==> src/rtl/riscv_state_pkg.sv <==
// Shared types and helpers for the data-memory controller.
//   dmem_state_e  : controller FSM states
//   dmem_size_e   : access size encodings carried on size_i
//   is_misaligned : 1 when an access of the given size at the given byte
//                   offset would cross a word boundary
package riscv_state_pkg;

  typedef enum logic [1:0] {
    ST_IDLE  = 2'd0,
    ST_BEAT1 = 2'd1,
    ST_BEAT2 = 2'd2,
    ST_DONE  = 2'd3
  } dmem_state_e;

  typedef enum logic [1:0] {
    SZ_BYTE = 2'd0,
    SZ_HALF = 2'd1,
    SZ_WORD = 2'd2,
    SZ_ILL  = 2'd3
  } dmem_size_e;

  function automatic logic is_misaligned(input logic [1:0] size, input logic [1:0] off);
    logic mis;
    mis = 1'b0;
    case (dmem_size_e'(size))
      SZ_HALF: mis = (off == 2'd3);
      SZ_WORD: mis = (off != 2'd0);
      default: mis = 1'b0;
    endcase
    return mis;
  endfunction

endpackage

==> src/rtl/riscv_dmem_lane.sv <==
// Byte-lane steering between the right-aligned core side and the
// lane-aligned bus side.
// Ports:
//   off_i    byte offset inside the word (adr[1:0])
//   size_i   access size (byte/half/word)
//   beat2_i  1 selects the lanes that spill into the following word
//   d_i      right-aligned store data
//   be_o     byte enables for the current beat
//   bus_d_o  lane-aligned store data for the current beat
//   q_lo_i   read data of the lower word (first beat)
//   q_hi_i   read data of the upper word (second beat, don't-care if none)
//   q_o      right-aligned, zero-extended load data
// Both words are treated as one 2*XLEN window so the same shift serves
// single-beat and split accesses.
module riscv_dmem_lane
  import riscv_state_pkg::*;
#(
  parameter int XLEN = 32
) (
  input  logic [1:0]        off_i,
  input  logic [1:0]        size_i,
  input  logic              beat2_i,
  input  logic [XLEN-1:0]   d_i,
  output logic [XLEN/8-1:0] be_o,
  output logic [XLEN-1:0]   bus_d_o,
  input  logic [XLEN-1:0]   q_lo_i,
  input  logic [XLEN-1:0]   q_hi_i,
  output logic [XLEN-1:0]   q_o
);

  localparam int BW = XLEN / 8;

  logic [BW-1:0]     size_be;
  logic [XLEN-1:0]   size_mask;
  logic [2*BW-1:0]   be_wide;
  logic [2*XLEN-1:0] d_wide;
  logic [2*XLEN-1:0] q_wide;

  always_comb begin
    size_be   = '0;
    size_mask = '0;
    case (dmem_size_e'(size_i))
      SZ_BYTE: begin
        size_be   = BW'(1);
        size_mask = XLEN'(8'hFF);
      end
      SZ_HALF: begin
        size_be   = BW'(3);
        size_mask = XLEN'(16'hFFFF);
      end
      SZ_WORD: begin
        size_be   = '1;
        size_mask = '1;
      end
      default: begin
        size_be   = '0;
        size_mask = '0;
      end
    endcase
  end

  assign be_wide = {{BW{1'b0}}, size_be} << off_i;
  assign d_wide  = {{XLEN{1'b0}}, d_i & size_mask} << {off_i, 3'b000};

  assign be_o    = beat2_i ? be_wide[2*BW-1:BW]     : be_wide[BW-1:0];
  assign bus_d_o = beat2_i ? d_wide[2*XLEN-1:XLEN]  : d_wide[XLEN-1:0];

  assign q_wide = {q_hi_i, q_lo_i} >> {off_i, 3'b000};
  assign q_o    = q_wide[XLEN-1:0] & size_mask;

endmodule

==> src/rtl/riscv_dmem_ctrl.sv <==
// Data-memory controller for the memory stage: accepts one load/store,
// runs one (or two, when splitting) bus beats, and reports completion,
// bus error/timeout or misalignment with a one-cycle pulse.
// Ports:
//   clk_i, rst_i                      clock, synchronous active-high reset
//   req_i/we_i/size_i/adr_i/d_i       core request (right-aligned data)
//   flush_i                           kill the current instruction
//   stall_o/done_o/q_o                pipeline stall, completion, load data
//   misaligned_o/err_o                exception pulses (replace done_o)
//   bus_req_o/bus_we_o/bus_adr_o/
//   bus_be_o/bus_d_o                  bus beat (all zero while idle)
//   bus_ack_i/bus_err_i/bus_q_i       bus beat response
// Build option: RV_DMEM_MISALIGNED_SPLIT_EN splits word-crossing accesses
// into two beats; without it they raise misaligned_o with no bus traffic.
//
// state    | meaning
// ST_IDLE  | waiting for a request; accepts it combinationally
// ST_BEAT1 | first (or only) bus beat outstanding
// ST_BEAT2 | second beat of a split access (next word)
// ST_DONE  | one-cycle result pulse: done_o, err_o or misaligned_o
module riscv_dmem_ctrl
  import riscv_state_pkg::*;
#(
  parameter int XLEN    = 32,
  parameter int TIMEOUT = 255
) (
  input  logic              clk_i,
  input  logic              rst_i,
  input  logic              req_i,
  input  logic              we_i,
  input  logic [1:0]        size_i,
  input  logic [XLEN-1:0]   adr_i,
  input  logic [XLEN-1:0]   d_i,
  input  logic              flush_i,
  output logic              stall_o,
  output logic              done_o,
  output logic [XLEN-1:0]   q_o,
  output logic              misaligned_o,
  output logic              err_o,
  output logic              bus_req_o,
  output logic              bus_we_o,
  output logic [XLEN-1:0]   bus_adr_o,
  output logic [XLEN/8-1:0] bus_be_o,
  output logic [XLEN-1:0]   bus_d_o,
  input  logic              bus_ack_i,
  input  logic              bus_err_i,
  input  logic [XLEN-1:0]   bus_q_i
);

  localparam int BW = XLEN / 8;
  localparam int CW = $clog2(TIMEOUT + 1);
  // Down-counter reload: terminal count 0 is reached after TIMEOUT beat cycles.
  localparam logic [CW-1:0] CNT_LOAD = CW'(TIMEOUT - 1);

  dmem_state_e     state_q, state_d;
  logic [CW-1:0]   cnt_q, cnt_d;
  logic [XLEN-1:0] adr_q, adr_d;
  logic [XLEN-1:0] d_q, d_d;
  logic [XLEN-1:0] q_q, q_d;
  logic [XLEN-1:0] q1_q, q1_d;
  logic [1:0]      size_q, size_d;
  logic            we_q, we_d;
  logic            split_q, split_d;
  logic            flush_q, flush_d;
  logic            err_q, err_d;
  logic            mis_q, mis_d;

  logic            beat2;
  logic            bus_req;
  logic            flush_seen;
  logic            mis_req;
  logic [BW-1:0]   lane_be;
  logic [XLEN-1:0] lane_d;
  logic [XLEN-1:0] lane_q;
  logic [XLEN-1:0] q_lo;

  assign beat2   = (state_q == ST_BEAT2);
  assign mis_req = is_misaligned(size_i, adr_i[1:0]);
  // A split load keeps the first word until the second beat arrives.
  assign q_lo    = split_q ? q1_q : bus_q_i;

  riscv_dmem_lane #(.XLEN(XLEN)) u_lane (
    .off_i   (adr_q[1:0]),
    .size_i  (size_q),
    .beat2_i (beat2),
    .d_i     (d_q),
    .be_o    (lane_be),
    .bus_d_o (lane_d),
    .q_lo_i  (q_lo),
    .q_hi_i  (bus_q_i),
    .q_o     (lane_q)
  );

  always_ff @(posedge clk_i) begin
    if (rst_i) begin
      state_q <= ST_IDLE;
      cnt_q   <= '0;
      adr_q   <= '0;
      d_q     <= '0;
      q_q     <= '0;
      q1_q    <= '0;
      size_q  <= '0;
      we_q    <= 1'b0;
      split_q <= 1'b0;
      flush_q <= 1'b0;
      err_q   <= 1'b0;
      mis_q   <= 1'b0;
    end else begin
      state_q <= state_d;
      cnt_q   <= cnt_d;
      adr_q   <= adr_d;
      d_q     <= d_d;
      q_q     <= q_d;
      q1_q    <= q1_d;
      size_q  <= size_d;
      we_q    <= we_d;
      split_q <= split_d;
      flush_q <= flush_d;
      err_q   <= err_d;
      mis_q   <= mis_d;
    end
  end

  always_comb begin
    state_d      = state_q;
    cnt_d        = cnt_q;
    adr_d        = adr_q;
    d_d          = d_q;
    q_d          = q_q;
    q1_d         = q1_q;
    size_d       = size_q;
    we_d         = we_q;
    split_d      = split_q;
    flush_d      = flush_q;
    err_d        = err_q;
    mis_d        = mis_q;
    flush_seen   = 1'b0;
    stall_o      = 1'b0;
    done_o       = 1'b0;
    err_o        = 1'b0;
    misaligned_o = 1'b0;
    bus_req      = 1'b0;

    case (state_q)
      ST_IDLE: begin
        if (req_i && !flush_i) begin
          stall_o = 1'b1;
          adr_d   = adr_i;
          d_d     = d_i;
          size_d  = size_i;
          we_d    = we_i;
          split_d = 1'b0;
          flush_d = 1'b0;
          err_d   = 1'b0;
          mis_d   = 1'b0;
          cnt_d   = CNT_LOAD;
          if (size_i == SZ_ILL) begin
            err_d   = 1'b1;
            state_d = ST_DONE;
          end else if (mis_req) begin
`ifdef RV_DMEM_MISALIGNED_SPLIT_EN
            split_d = 1'b1;
            state_d = ST_BEAT1;
`else
            mis_d   = 1'b1;
            state_d = ST_DONE;
`endif
          end else begin
            state_d = ST_BEAT1;
          end
        end
      end

      ST_BEAT1, ST_BEAT2: begin
        stall_o    = 1'b1;
        bus_req    = 1'b1;
        // A flush never cuts a beat short; it only suppresses what follows.
        flush_seen = flush_q | flush_i;
        flush_d    = flush_seen;
        if (bus_err_i || (!bus_ack_i && cnt_q == '0)) begin
          err_d   = !flush_seen;
          state_d = flush_seen ? ST_IDLE : ST_DONE;
        end else if (bus_ack_i) begin
          if (flush_seen) begin
            state_d = ST_IDLE;
          end else if (state_q == ST_BEAT1 && split_q) begin
            q1_d    = bus_q_i;
            cnt_d   = CNT_LOAD;
            state_d = ST_BEAT2;
          end else begin
            if (!we_q) q_d = lane_q;
            state_d = ST_DONE;
          end
        end else begin
          cnt_d = cnt_q - 1'b1;
        end
      end

      ST_DONE: begin
        done_o       = !err_q && !mis_q;
        err_o        = err_q;
        misaligned_o = mis_q;
        state_d      = ST_IDLE;
      end

      default: state_d = ST_IDLE;
    endcase

    // Reset quiets every handshake output in the same cycle, mid-beat included.
    if (rst_i) begin
      stall_o      = 1'b0;
      done_o       = 1'b0;
      err_o        = 1'b0;
      misaligned_o = 1'b0;
      bus_req      = 1'b0;
    end
  end

  assign q_o       = q_q;
  assign bus_req_o = bus_req;
  assign bus_we_o  = bus_req & we_q;
  assign bus_adr_o = bus_req ? ({adr_q[XLEN-1:2], 2'b00} + (beat2 ? XLEN'(4) : XLEN'(0))) : '0;
  assign bus_be_o  = bus_req ? lane_be : '0;
  assign bus_d_o   = bus_req ? lane_d : '0;

endmodule

==> config.mk <==
export PLATFORM = sky130hd
export DESIGN_NAME = riscv_dmem_ctrl
export DESIGN_NICKNAME = d
export VERILOG_FILES = /design/src/rtl/riscv_state_pkg.sv /design/src/rtl/riscv_dmem_lane.sv /design/src/rtl/riscv_dmem_ctrl.sv
export SDC_FILE = /design/constraint.sdc
export NUM_CORES = 1
export LEC_CHECK = 0
export CORE_UTILIZATION = 40
export DETAILED_ROUTE_END_ITERATION = 12
export PLACE_DENSITY = 0.79
export SLEW_MARGIN = 10
export SYNTH_ARGS = -nofsm -noshare
export SYNTH_HDL_FRONTEND = slang
export SYNTH_SLANG_ARGS = --single-unit
==> constraint.sdc <==
create_clock -name clk_i -period 2.66 [get_ports clk_i]
set_clock_uncertainty 0.15 [all_clocks]
set_input_delay 0.532 -clock clk_i [delete_from_list [all_inputs] [get_ports clk_i]]
set_output_delay 0.532 -clock clk_i [all_outputs]
set_load 0.01 [all_outputs]
==> metrics.yaml <==
final_hold_viol_count: 0
wire_per_inst_um: 17.60
ir_worst_vdd_mv: 0.4015
p_leak_nw: 4.015
first_pass_iters: 7
dieArea_um2: 18330
clkSinkCount: 112
syn_to_final_growth_pct: 54.32
endpoint_kind: "output port"
cts_buffer_depth: 2
grt_overflow: 0
antenna_left: 0
die_h_um: 135.4
grt_max_degree: 98
worstSkewPairLatency_ns: 0.35
violations: "setup timing"
nets: 1316
fin_cells: 1427
fin_crit_sh_pct: 113.7
postRouteWirelength_um: 25110
vias: 8037
cts_tree: "yes"
path_class: "flip-flop to output port"
antenna_found_initial: 0
gp_congestion: 0.8807
crit_arrival_ns: 2.34
ys_warn_count: 0
clkSlewWorstSetupHoldPaths_ns: 0.07
async_flop_share_pct: 0
io_buffers: 208
power.density_nw_per_um2: 421.5
cts-root-buf: "clkbuf_16"
grt_usage_pct: 26.11
synth-seq-cells: 112
vias_per_cell: 5.632
maxCapViolCount: 0
timing.fmax_mhz: 330.6
drive_above_1_share_pct: 28.87
post-dp-hpwl_um: 16910
io_pins: 211
setup_viol: 47
synthFlopType: "dfxtp_1"
dp_cells: 1391
syn_inst: 939
coreArea_um2: 17360
antennaDiodeCount: 0
final.setup.worst_slack_ns: -0.3645
grt_pass1_vias: 7508
synth-edff-count: 0
cts_buffers: 9
drc: 0
startpoint_type: "flip-flop"
worstPathMaxFanout: 7
tightest_slew_ns: 1.046
initial_utilization_pct: 41.00
ys_seq_area_share_pct: 31.50
die_w_um: 135.4
drt-initial-drc-count: 641
relSlewSlack_pct: 30.28
outcome: "complete, but fails checks"
ys_types: 62
slew_viol_final: 0
avgSynthCellArea_um2: 7.579
rsz0062_at_grt: "true"
min_period_ns: 3.025
grt_pass1_wl_um: 37630
htreeDepth: 3
synth_area_um2: 7117
num_rows: 48
cp.required_ns: 1.98
min_path_type: "flip-flop to flip-flop"
fin_hold_ws_ns: 0.3023
-- synthesized netlist by cell type, types with 3 or more instances --
| cell type | number | area [um2] |
|---|---|---|
| nor2_1 | 59 | 221.5 |
| o21ai_0 | 28 | 140.1 |
| mux2i_1 | 19 | 190.2 |
| or3_1 | 4 | 25.02 |
| mux4_2 | 24 | 540.5 |
| nand2b_1 | 10 | 62.56 |
| nor3_1 | 12 | 60.06 |
| ha_1 | 13 | 162.7 |
| clkbuf_1 | 51 | 191.4 |
| o31ai_1 | 13 | 97.59 |
| nand2_1 | 212 | 795.8 |
| inv_1 | 31 | 116.4 |
| a21oi_1 | 127 | 635.6 |
| nand4_1 | 6 | 37.54 |
| nor2b_1 | 13 | 81.33 |
| dfxtp_1 | 112 | 2242 |
| or4_1 | 13 | 97.59 |
| o22ai_1 | 8 | 50.05 |
| and2_1 | 4 | 25.02 |
| buf_2 | 12 | 60.06 |
| mux2_2 | 7 | 78.83 |
| buf_6 | 3 | 33.78 |
| or2_2 | 5 | 31.28 |
| a21o_1 | 4 | 30.03 |
| and4_1 | 8 | 70.07 |
| buf_4 | 5 | 37.54 |
| nand3b_1 | 14 | 105.1 |
| a221oi_1 | 8 | 70.07 |
| and3_1 | 3 | 18.77 |
| xnor2_1 | 3 | 26.28 |
| o21a_1 | 3 | 22.52 |
| a211oi_1 | 3 | 22.52 |
| nand3_1 | 27 | 135.1 |
| buf_1 | 6 | 22.52 |
| a2bb2oi_1 | 10 | 87.58 |
| a22oi_1 | 18 | 135.1 |
| xor2_1 | 7 | 61.31 |
-- power breakdown --
part	internal, mW	total, mW	switching, mW
sequential	1.77	1.86	0.0886
combinational	0.623	1.33	0.708
clock	0.823	1.44	0.619
-- metal layers --
metal | track usage, % | wire length, um | vias up
met5 | 0 | 0 | -
met4 | 11.36 | 671 | 0
met3 | 4.302 | 1706 | 54
met2 | 44.42 | 12400 | 355
met1 | 32.43 | 10330 | 3797
li1 | - | - | 3831
-- worst paths after layout --
check / startpoint / endpoint / slack [ns] / cells after the start
worst max-delay path: state_q[0]$_SDFFE_PP0P_ / bus_adr_o[24] / -0.36 / 8
worst min-delay path: q_o[29]$_SDFFE_PP0P_ / q_o[29]$_SDFFE_PP0P_ / 0.30 / 2
worst max register to register: state_q[0]$_SDFFE_PP0P_ / cnt_q[3]$_SDFFE_PP0P_ / 0.24 / 9
worst min register to register: q_o[29]$_SDFFE_PP0P_ / q_o[29]$_SDFFE_PP0P_ / 0.30 / 2
-- final cells by class --
cell class | count | area, um2
fillers | 1448 | 6374
multi-input cells | 720 | 5177
repair buffers | 322 | 2831
flip-flops and latches | 112 | 2250
well taps | 225 | 281.5
clock buffers | 12 | 236.5
inverters | 33 | 138.9
clock inverters | 3 | 67.56
-- worst max-delay path: stages (launching register included) --
cell,delay [ns]
dfxtp_2,0.34
inv_4,0.07
ha_4,0.16
ha_4,0.13
and4_4,0.29
nand4_4,0.17
or4_4,0.56
a21oi_2,0.13
buf_2,0.14
-- logic make-up after synthesis --
family                     Yosys count  share of synthesized area [%]
adders and majority gates           13                          2.286
xor gates and xnor gates            10                          1.231
and+or+nand+nor                    401                          26.37
muxes                               50                          11.37
DFF                                112                          31.50
buffers and inverters              110                          6.593
AOI/OAI and AO/OA                  242                          20.59
other                                1                        0.05269
-- cell usage in the layout (no fill, tap or decap), types with 7 or more instances in the layout --
cell type	count
nor2b_1	13
dfxtp_1	108
a2bb2oi_1	10
a21oi_2	9
nand3_1	26
nor3_4	8
inv_1	29
a22oi_1	8
buf_2	44
o21ai_0	19
ha_1	8
nand2_1	209
clkdlybuf4s50_1	137
mux2_2	7
a22oi_2	10
nand3b_1	14
or4_4	9
nand2b_1	7
buf_6	27
a21oi_4	8
a21oi_1	110
mux4_2	24
buf_4	87
clkbuf_16	9
clkbuf_2	14
nor2_1	51
buf_12	7
o31ai_1	8
mux2i_1	19
-- per-stage QoR --
| stage | worst slack (ns) | area [um2] | setup TNS [ns] | util (%) | total power [mW] |
|---|---|---|---|---|---|
| floorplan | -0.001417 | 7154 | -0.001417 | - | 2.550 |
| global placement | -0.5574 | 9961 | -15.99 | 57.39 | 3.006 |
| detailed placement | -0.5915 | 9961 | -17.64 | 57.39 | 3.036 |
| CTS | -0.3215 | 10550 | -4.858 | 60.80 | 4.550 |
| global route | -0.4160 | 10980 | -10.18 | 63.28 | 4.827 |
| finish | -0.3645 | 10980 | -6.985 | 63.28 | 4.629 |
-- registers in the layout (all words and copies together) (netlist names) --
signal,flops
cnt_q,8
state_q,2
q_o,32
adr_q,32
flush_q,1
err_q,1
we_q,1
d_q,32
size_q,2
mis_q,1
-- what timing repair did --
action,4_1_cts,5_1_grt
cloned,2,2
resized for setup,326,125
pin swaps,35,33
hold buffers,0,0
setup buffers,12,11
endpoints found under the setup margin,69,62
Power figures use the tool's default switching activity.
